$ cat config.mk
export PLATFORM = sky130hd
export DESIGN_NAME = fpnew_result_reorder
export DESIGN_NICKNAME = d
export VERILOG_FILES = /design/src/rtl/fpnew_pkg.sv /design/src/rtl/fpnew_result_reorder.sv
export SDC_FILE = /design/constraint.sdc
export NUM_CORES = 1
export LEC_CHECK = 0
export ABC_AREA = 0
export CORE_UTILIZATION = 60
export DETAILED_ROUTE_END_ITERATION = 8
export PLACE_DENSITY = 0.85
export SYNTH_ARGS = -nofsm -noshare
export SYNTH_HDL_FRONTEND = slang
export SYNTH_SLANG_ARGS = --single-unit
$ cat constraint.sdc
create_clock -name clk_i -period 6.8 [get_ports clk_i]
set_input_delay 1.02 -clock clk_i [delete_from_list [all_inputs] [get_ports clk_i]]
set_output_delay 1.02 -clock clk_i [all_outputs]
set_load 0.01 [all_outputs]
$ cat src/rtl/fpnew_pkg.sv
// Shared FPU types: IEEE status flags and reorder-slot state.
// Imported by fpnew_result_reorder.
package fpnew_pkg;

  typedef struct packed {
    logic NV;
    logic DZ;
    logic OF;
    logic UF;
    logic NX;
  } status_t;

  typedef enum logic [1:0] {
    ROB_FREE    = 2'd0,
    ROB_PENDING = 2'd1,
    ROB_DONE    = 2'd2
  } rob_state_e;

endpackage

$ cat src/rtl/fpnew_result_reorder.sv
// In-order retirement of out-of-order FPU results, restoring user tags.
// Optional FPNEW_ROB_BYPASS_EN: same-cycle result-to-retire path.
module fpnew_result_reorder
  import fpnew_pkg::*;
#(
  parameter int unsigned Width = 32,
  parameter int unsigned Depth = 4,
  parameter type TagType = logic,
  localparam int unsigned IdxW = $clog2(Depth)
) (
  input  logic             clk_i,
  input  logic             rst_i,
  input  logic             flush_i,
  input  logic             req_valid_i,
  output logic             req_ready_o,
  input  TagType           req_tag_i,
  output logic             unit_valid_o,
  input  logic             unit_ready_i,
  output logic [IdxW-1:0]  unit_tag_o,
  input  logic             res_valid_i,
  output logic             res_ready_o,
  input  logic [IdxW-1:0]  res_tag_i,
  input  logic [Width-1:0] res_result_i,
  input  status_t          res_status_i,
  input  logic             res_ext_bit_i,
  output logic             out_valid_o,
  input  logic             out_ready_i,
  output logic [Width-1:0] out_result_o,
  output status_t          out_status_o,
  output logic             out_ext_bit_o,
  output TagType           out_tag_o,
  output logic             busy_o
);

  typedef logic [IdxW:0] ptr_t;

  typedef struct packed {
    rob_state_e       state;
    logic [Width-1:0] result;
    status_t          status;
    logic             ext_bit;
    TagType           tag;
  } rob_entry_t;

  rob_entry_t      rob_q [Depth];
  rob_entry_t      head;
  ptr_t            wr_ptr_q;
  ptr_t            rd_ptr_q;
  logic [IdxW-1:0] wr_idx;
  logic [IdxW-1:0] rd_idx;
  logic            full;
  logic            kill;
  logic            alloc;
  logic            res_hit;
  logic            bad_res;
  logic            retire;

  assign wr_idx = wr_ptr_q[IdxW-1:0];
  assign rd_idx = rd_ptr_q[IdxW-1:0];
  assign full   = (wr_ptr_q[IdxW] != rd_ptr_q[IdxW])
               && (wr_idx == rd_idx);

  // Reset mid-operation behaves like a flush.
  assign kill = flush_i | rst_i;

  assign req_ready_o  = unit_ready_i & ~full;
  assign unit_valid_o = req_valid_i & ~full & ~kill;
  assign unit_tag_o   = wr_idx;
  assign alloc        = unit_valid_o & unit_ready_i;
  assign res_ready_o  = 1'b1;

  assign head    = rob_q[rd_idx];
  assign res_hit = res_valid_i & ~kill
                 & (rob_q[res_tag_i].state == ROB_PENDING);
  assign bad_res = res_valid_i & ~kill
                 & (rob_q[res_tag_i].state != ROB_PENDING);

`ifdef FPNEW_ROB_BYPASS_EN
  logic bypass;

  assign bypass        = res_hit & (res_tag_i == rd_idx);
  assign out_valid_o   = (head.state == ROB_DONE) | bypass;
  assign out_result_o  = bypass ? res_result_i  : head.result;
  assign out_status_o  = bypass ? res_status_i  : head.status;
  assign out_ext_bit_o = bypass ? res_ext_bit_i : head.ext_bit;
`else
  assign out_valid_o   = (head.state == ROB_DONE);
  assign out_result_o  = head.result;
  assign out_status_o  = head.status;
  assign out_ext_bit_o = head.ext_bit;
`endif

  assign out_tag_o = head.tag;
  assign retire    = out_valid_o & out_ready_i;

  always_comb begin
    busy_o = 1'b0;
    for (int i = 0; i < int'(Depth); i++) begin
      if (rob_q[i].state != ROB_FREE) busy_o = 1'b1;
    end
  end

  // Retire is applied last so a bypassed result frees its slot directly.
  always_ff @(posedge clk_i) begin
    if (kill) begin
      wr_ptr_q <= '0;
      rd_ptr_q <= '0;
      for (int i = 0; i < int'(Depth); i++) begin
        rob_q[i] <= '0;
      end
    end else begin
      if (alloc) begin
        rob_q[wr_idx].state <= ROB_PENDING;
        rob_q[wr_idx].tag   <= req_tag_i;
        wr_ptr_q            <= wr_ptr_q + ptr_t'(1);
      end
      if (res_hit) begin
        rob_q[res_tag_i].state   <= ROB_DONE;
        rob_q[res_tag_i].result  <= res_result_i;
        rob_q[res_tag_i].status  <= res_status_i;
        rob_q[res_tag_i].ext_bit <= res_ext_bit_i;
      end
      if (retire) begin
        rob_q[rd_idx].state <= ROB_FREE;
        rd_ptr_q            <= rd_ptr_q + ptr_t'(1);
      end
    end
  end

  bad_res_a: assert property (@(posedge clk_i) !bad_res);

endmodule

---- Word level (Yosys, flattened, before mapping) ----
Memory sizes are Yosys's and may differ from the RTL's. A register that Yosys moved wholly into a read port is not among the register bits.
Index checks and enable logic that the tools add are counted.
storage, ports and cells
  register bits ........................... 6
  memory bits (writable) .................. 164
  bits of input ports ..................... 48
  output and inout port bits .............. 46
  logic and storage cells ................. 53
  memories kept ........................... 1
operators by class
  add/sub/neg operators ................... 2
  equal/unequal tests ..................... 4
  muxes and demuxes ....................... 26
  bitwise logic cells ..................... 10
  reductions and logical operators ........ 8
memory list
  memory  words  bits a word  rd ports  clocked after Yosys merged registers in  write ports  RTL line                    RTL
  rob_q   4      41           6         1                                        4            fpnew_result_reorder.sv:45  rob_entry_t rob_q [Depth];
operator list
  kind                                                  number
  two-way mux 41 bit                                    3
  OR reduction 41 bit                                   3
  two-way mux 2 bit                                     8
  two-way mux 1 bit                                     15
  nonzero test 2 bit                                    4
  AND 1 bit                                             7
  adder 3 x 1 -> 3 bit (second input constant)          2
  equality test 2 x 1 -> 1 bit (second input constant)  1
  equality test 2 bit                                   1
  equality test 2 bit (second input constant)           1
  NOT 1 bit                                             2
  logical AND 1 bit                                     1
  != test 1 bit                                         1
  OR 1 bit                                              1

---- Depth between registers and ports, before layout ----
Gate-level depths: netlist of the first run.
  depth in word-level cells ............... 11
  gate-level depth with buffers ........... 6
  gate-level depth less buffers ........... 5

---- Least setup slack after synthesis of the first run ----
Ideal clock, no wire load.
  kind .................................... input port to flip-flop
  from .................................... in res_tag_i[0]
  to ...................................... mem rob_q[0][10] (netlist name) (enable)
  setup time .............................. 0.401 ns
  data arrival time ....................... 3.074 ns
  data required time ...................... 6.399 ns
  setup slack ............................. 3.325 ns
  cell stages on the path ................. 4
  path buffers ............................ 1
  path through ............................ or4b_4 nor4b_4 clkbuf_2 nand2b_1
RTL lines
  item             RTL line                    RTL
  start, declared  fpnew_result_reorder.sv:22  input logic [IdxW-1:0] res_tag_i,
  end, declared    fpnew_result_reorder.sv:45

==> summary.txt, run 1 <==
Power
  – Power per cell area: approximately 250 nW/um^2
  – Peak supply drop: around 220 uV
  – P_sw: about 460 uW
  – Clock share of power: a little over two fifths
  – Combinational Power Share: under 10%
  – Sequential share of power: 51.3%
  – Leak: about 0.0034 uW
  – Int Pwr: 1880 uW
  – Sw Share: about 20%

Clocking
  – Post-CTS Setup Bufs: 0
  – TritonCTS Buffers: 17
  – Cts hold-fix bufs: 0
  – Worst-skew pair later-pin latency: 430 ps
  – Post-CTS Resized: 0
  – # H-tree levels: 4
  – Max Root-Sink Buffers: 2
  – Clock sinks: 172
  – Reg clk slew, reported paths: roughly 60 ps
  – CTS tree: done
  – CTS Root Cell: clkbuf_16

Layout
  – Area occupied by multi-input gates: between 2000 and 3000 sq um
  – Cell area after layout: approximately 9300 sq um
  – # diodes: 0
  – Share of cells above drive strength 1: roughly 16%
  – Area Overhead vs Synth: 21.7%
  – Layout net count: around 630
  – Area occupied by registers: around 5000 sq um
  – # fillers: just under 700

Synth
  – Synth top area cells: edfxtp_1, and2_1, mux4_2, dfxtp_1, ha_1
  – Yosys reg bits: between 150 and 200
  – Simple-Gate Fraction of Synth Area: 16.4%
  – Seq/Total Area, Yosys: approximately 65%
  – Syn nets: 545
  – Multiplexer share of the synthesized area: a little under an eighth
  – Synth warn: 0
  – XOR/XNOR share of the synthesized area: less than 1%
  – Post-Syn Area: 7680 sq um
  – Yosys top cell by area: edfxtp_1
  – Post-synthesis adder-cell area fraction: 0.815%
  – Compound-cell area share of the yosys netlist: approximately 2.9%
  – Syn Inst Count: 492
  – Largest family of logic cells by synthesized area: simple AND/OR/NAND/NOR gates
  – Synth unique cells: 45
  – Synth top area share: between 60% and 70%
  – Mean Syn Cell Area: roughly 16 sq um

Flow run
  – Max-cap viol count: 0

Die
  – Vert. Die Dim: 115 microns
  – Die area: ~13000 sq um
  – Die width: roughly 120 microns
  – Initial Utilization: approximately 63%
  – I/O pins: 94
  – Row count: 40
  – Core region area: 12300 sq um

Timing
  – RSZ-0062 raised after global routing: no
  – Slew @ Worst Pin: 1120 ps
  – Pins Over Slew Limit: 0
  – Hold Vio Cnt, Final: 0
  – Final setup violation count: 0
  – Fmax: around 0.27 GHz
  – Period utilisation layout: between 50% and 60%
  – Max_slew headroom: between 20% and 30%
  – Clock Skew: ~9.0 ps
  – Setup tns final: 0 ps
  – Period minus WS final: 3720 ps
  – Final WS setup: about 3100 ps

Global route
  – First-pass GRT wire length: ~24000 microns
  – GRT overflow: 0
  – Tot GR Track Use: 25.5%
  – Initial antenna violation count: 0
  – Pin count of the biggest net entering global routing: 42
  – Vias in the first global route: 4680

Critical path
  – Kind of critical path: flop to output port
  – Slowest-stage cell, CP: dfxtp_2
  – Arrival @ worst endpoint: 2700 ps
  – Worst path cell trace: mux4_2 > clkdlybuf4s50_1
  – Req. time, crit path: just under 6000 ps
  – Crit path buffers/inverters: 1
  – Largest stage delay on the critical path: about 1100 ps
  – Cell family with most CP delay: flip-flops
  – Critical Path Start Type: flop
  – Critical path peak fanout: 40
  – Endpoint type of the worst setup path: output port

Place
  – Routability cong.: roughly 0.86
  – Area of placed instances: 8720 sq um
  – Port Buffers: 92
  – Hpwl dp: slightly below 9000 microns
  – Dpl ws: ~2700 ps

Drt
  – Post-route ant nets: 0
  – Routed wl met3: a little over 800 microns
  – Initial DRC Count: 345
  – Final wirelength: 15500 microns
  – Met2 Wirelength: approximately 8300 microns
  – Met1 wire length: 5890 microns
  – Routed vias: 4411
  – Top Metal Used: met4
  – Wirelength per Cell: between 20 and 25 microns
  – DR pass1 iterations: 7
  – # DRC: 0
  – Vias per cell: around 5.8

Hold path
  – Hold WC Path Type: flop to flop

Run status
  – Status: finished clean
==> cells in the mapped netlist, drive strengths merged <==
cell / instances
and3b: 1
nor4b: 4
mux4: 40
clkbuf: 17
a22oi: 1
and2: 154
nor2b: 4
edfxtp: 156
a31o: 3
ha: 5
nand3: 7
a311oi: 2
a221oi: 1
and3: 2
nor2: 7
a211oi: 4
or2: 1
dfxtp: 16
o21ai: 5
nand2b: 3
nor3: 3
or3: 1
or4b: 1
a32oi: 1
nor4: 2
buf: 16
o21a: 1
xor2: 1
conb: 1
a21oi: 1
nand4: 1
a2111oi: 1
a31oi: 7
inv: 5
xnor2: 4
nand2: 13
==> logic make-up (layout without fill, tap and decap cells) <==
family | count (synthesis) | count (layout)
AND/OR/NAND/NOR | 204 | 204
flip-flops | 172 | 172
multiplexers | 40 | 40
buffers and inverters | 38 | 134
AO/OA/AOI/OAI | 27 | 27
adder cells (fa/ha/maj) | 5 | 5
XOR/XNOR | 5 | 5
other | 1 | 1
==> layout make-up <==
cell class / count / area share, %
sequential: 172 / 53.6
multi-input combinational: 282 / 27.0
timing repair buffer: 97 / 10.3
clock buffer: 22 / 4.97
tap: 168 / 2.25
clock inverter: 10 / 1.74
inverter: 5 / 0.201
==> registers in the layout, summed over array words and instances, names as in the netlist, named ones only <==
register  cells
rob_q       164
rd_ptr_q      3
wr_ptr_q      3
==> placed cells by master (no fill, tap or decap), types with 5 or more instances in the layout <==
cell type,n
a31oi_1,7
edfxtp_1,156
buf_4,5
ha_1,5
dfxtp_1,14
mux4_2,40
inv_1,5
nand2_1,12
clkbuf_16,17
clkdlybuf4s50_1,92
nor2_1,6
nand3_1,7
o21ai_0,5
and2_1,153
==> layer usage <==
| metal | up-vias | GRT usage [%] |
|---|---|---|
| li1 | 1989 | - |
| met1 | 2215 | 30.3 |
| met2 | 172 | 43.9 |
| met3 | 35 | 6.06 |
| met4 | 0 | 13.0 |
| met5 | - | 0 |
==> per-stage QoR <==
step	utilization (%)	instances	total power, uW	hold slack (ps)
global placement	71.1	724	1330	531
global route	76.2	756	2400	570
detailed placement	71.1	724	1340	537
finish	76.2	756	2340	553
CTS	76.2	756	2350	552
floorplan	-	492	1260	503
==> tightest hold or removal path, cell delays in order (launching register included) <==
cell and delay [ps]:
dfxtp_1 370, xnor2_1 80, nor2_1 70
==> worst paths after layout <==
check,slack [ps],to,startpoint,cells after the start
worst max-delay path,3080,out_valid_o,flop,2
worst min-delay path,550,wr_ptr_q[2],wr_ptr_q[2],2
worst max register to register,4290,rob_q[3][39],flop,3
worst min register to register,550,wr_ptr_q[2],wr_ptr_q[2],2
==> power groups by stage <==
stage	Sequential (uW)	Combinational, uW	Clock, uW
finish	1200	114	1030
detailed placement	1220	114	0
global placement	1220	113	0
floorplan	1220	45.1	0
CTS	1200	115	1030
global route	1200	121	1070
No activity file was read; power rests on OpenSTA's default activity.
==> inputs of run 2 (changes only) <==
CORE_UTILIZATION = 56   (was 60)
PLACE_DENSITY = 0.8   (was 0.85)
clock period = 3.9 ns   (was 6.8 ns; I/O delays follow)
==> summary.txt, run 2 (synthesis results as in run 1) <==
Power
  – Power per cell area: 419 nW/um^2 (was 251 nW/um^2)
  – Final Power: 3920 uW (was 2340 uW)
  – Clock share of power: 41.4% (was 43.9%)
  – Combinational Power Share: 5.2% (was 4.9%)
  – Leak: 0.00343 uW (was 0.00342 uW)
  – Sequential share of power: 53.3% (was 51.3%)
  – Sw Share: 19.2% (was 19.6%)
  – Peak supply drop: 280 uV (was 222 uV)
  – Int Pwr: 3170 uW (was 1880 uW)
  – P_sw: 751 uW (was 459 uW)

Timing
  – Slew @ Worst Pin: 840 ps (was 1120 ps)
  – Fmax: 0.327 GHz
  – Pins Over Slew Limit: 0 (unchanged)
  – Clock Skew: 7.83 ps (was 8.98 ps)
  – Period utilisation layout: 78.5%
  – RSZ-0062 raised after global routing: no (unchanged)
  – Period minus WS final: 3060 ps
  – Final setup violation count: 0 (unchanged)
  – Max_slew headroom: 44.0% (was 25.1%)
  – Final WS setup: 838 ps (was 3080 ps)
  – Hold Vio Cnt, Final: 0 (unchanged)
  – Setup tns final: 0 ps (unchanged)

Die
  – Vert. Die Dim: 119 microns (was 115 microns)
  – Row count: 42 (was 40)
  – Core region area: 13300 sq um (was 12300 sq um)
  – Die width: 119 microns (was 115 microns)
  – I/O pins: 94 (unchanged)
  – Die area: 14200 sq um (was 13300 sq um)
  – Initial Utilization: 57.8% (was 62.6%)

Clocking
  – CTS tree: done (unchanged)
  – # H-tree levels: 4 (unchanged)
  – Post-CTS Setup Bufs: 0 (unchanged)
  – CTS Root Cell: clkbuf_16 (unchanged)
  – Reg clk slew, reported paths: 60 ps (about the same)
  – Worst-skew pair later-pin latency: 420 ps (was 430 ps)
  – Post-CTS Resized: 0 (unchanged)
  – Clock sinks: 172 (unchanged)
  – Cts hold-fix bufs: 0 (unchanged)
  – TritonCTS Buffers: 17 (unchanged)
  – Max Root-Sink Buffers: 2 (unchanged)

Run status
  – Status: finished clean (unchanged)

Critical path
  – Reg2Reg Capture Point: rob_q[3][39] (unchanged)
  – Worst path depth: 2 (unchanged)
  – Flop-to-flop setup slack: 1690 ps (was 4290 ps)
  – Slowest-stage cell, CP: dfxtp_4 (was dfxtp_2)
  – Arrival @ worst endpoint: 2480 ps (was 2700 ps)
  – Critical path peak fanout: 40 (unchanged)
  – Cell family with most CP delay: flip-flops (unchanged)
  – Req. time, crit path: 3310 ps (was 5780 ps)
  – Largest stage delay on the critical path: 910 ps (was 1060 ps)
  – Endpoint type of the worst setup path: output port (unchanged)
  – Worst path cell trace: mux4_2 > clkdlybuf4s50_1 (unchanged)
  – Kind of critical path: flop to output port (unchanged)
  – Critical Path Start Type: flop (unchanged)
  – Crit path buffers/inverters: 1 (unchanged)
  – Path depth of the worst reg2reg path: 3 (unchanged)

Drt
  – Vias per cell: 5.68 (was 5.83)
  – Post-route ant nets: 0 (unchanged)
  – Routed vias: 4366 (was 4411)
  – Final wirelength: 15200 microns (was 15500 microns)
  – DR pass1 iterations: 4 (was 7)
  – Wirelength per Cell: 19.8 microns (was 20.5 microns)
  – Initial DRC Count: 331 (was 345)
  – # DRC: 0 (unchanged)

Global route
  – GRT overflow: 0 (unchanged)
  – GR peak layer: met2 (unchanged)
  – GR Util met2: 39.3% (was 43.9%)
  – Vias in the first global route: 4516 (was 4680)
  – Met1 Usage GRT: 29.0% (was 30.3%)
  – Met3 usage: 4.45% (was 6.06%)
  – Tot GR Track Use: 23.1% (was 25.5%)
  – First-pass GRT wire length: 24000 microns (was 24100 microns)
  – Initial antenna violation count: 0 (unchanged)
  – Pin count of the biggest net entering global routing: 42 (unchanged)

Layout
  – # fillers: 879 (was 677)
  – Area Overhead vs Synth: 21.7% (about the same)
  – Area occupied by registers: 5010 sq um (unchanged)
  – Most frequent standard cell in the layout excluding fill and tap cells: edfxtp_1 (unchanged)
  – Largest reg by FF count: rob_q (unchanged)
  – Most frequent cells in the layout: edfxtp_1, and2_1, clkdlybuf4s50_1 (unchanged)
  – Share of cells above drive strength 1: 16.2% (was 16.3%)
  – Regs by FF count: rob_q (164), rd_ptr_q (3), wr_ptr_q (3) (unchanged)
  – Area occupied by multi-input gates: 2520 sq um (unchanged)
  – Max reg flops: 164 (unchanged)
  – Layout Utilization: 70.3% (was 76.2%)
  – # diodes: 0 (unchanged)
  – Layout net count: 634 (was 628)

Hold path
  – Hold Startpoint: rd_ptr_q[0] (was wr_ptr_q[2])
  – Worst Hold Path EP: rd_ptr_q[0] (was wr_ptr_q[2])
  – Hold depth: 2 (unchanged)
  – Hold WC Path Type: flop to flop (unchanged)

Place
  – Dpl ws: 1010 ps (was 2700 ps)
  – Routability cong.: 0.828 (was 0.856)
  – Port Buffers: 92 (unchanged)
  – Hpwl dp: 8760 microns (was 8780 microns)

Flow run
  – Max-cap viol count: 0 (unchanged)
==> run 2: cell count changes in the layout (fill, tap and decap cells not counted), sizes merged <==
cell	before	now
inv	7	5
clkbuf	22	20
buf	5	11
clkinv	2	7
bufinv	4	3
clkinvlp	2	1
==> run 2: per-stage QoR <==
stage,instances,instance area [sq um],hold slack (ps)
after floorplan,492,7680,503
after global placement,738,8790,526
after detailed placement,738,8790,540
after CTS,769,9350,558
after global routing,769,9350,585
final,769,9350,563
==> run 2: layer usage <==
layer | vias up | routed length, microns | share of wire (%)
li1 | 1997 | - | -
met1 | 2222 | 6330 | 42
met2 | 126 | 7950 | 52
met3 | 21 | 746 | 4.9
met4 | 0 | 214 | 1.4
met5 | - | 0 | 0
==> run 2: worst max-delay path by stage <==
stage / to / slack [ps]
2_1_floorplan: rob_q[0][10] / 860
3_3_place_gp: rob_q[0][6] / 1050
3_5_place_dp: rob_q[0][11] / 1010
4_1_cts: out_tag_o / 760
5_1_grt: out_tag_o / 680
6_report: out_result_o[23] / 840
==> run 2: cell type report <==
type / count / share of cell area, %
Tap cell: 176 / 2.36
Inverter: 5 / 0.201
Sequential cell: 172 / 53.6
Multi-Input combinational cell: 282 / 27.0
Timing Repair Buffer: 103 / 10.9
Clock buffer: 20 / 4.67
Clock inverter: 11 / 1.35
==> run 2: tightest hold or removal path: cells and delay by family (launching register included) <==
family | cells | cell delay, ps
flops | 1 | 360
simple gates | 1 | 90
compound gates | 1 | 70
==> run 2: power groups by stage <==
stage,clock network (uW),logic (uW),registers [uW]
finish,1620,205,2090
global route,1710,219,2090
CTS,1640,208,2090
detailed placement,0,207,2130
global placement,0,204,2120
floorplan,0,78.6,2120
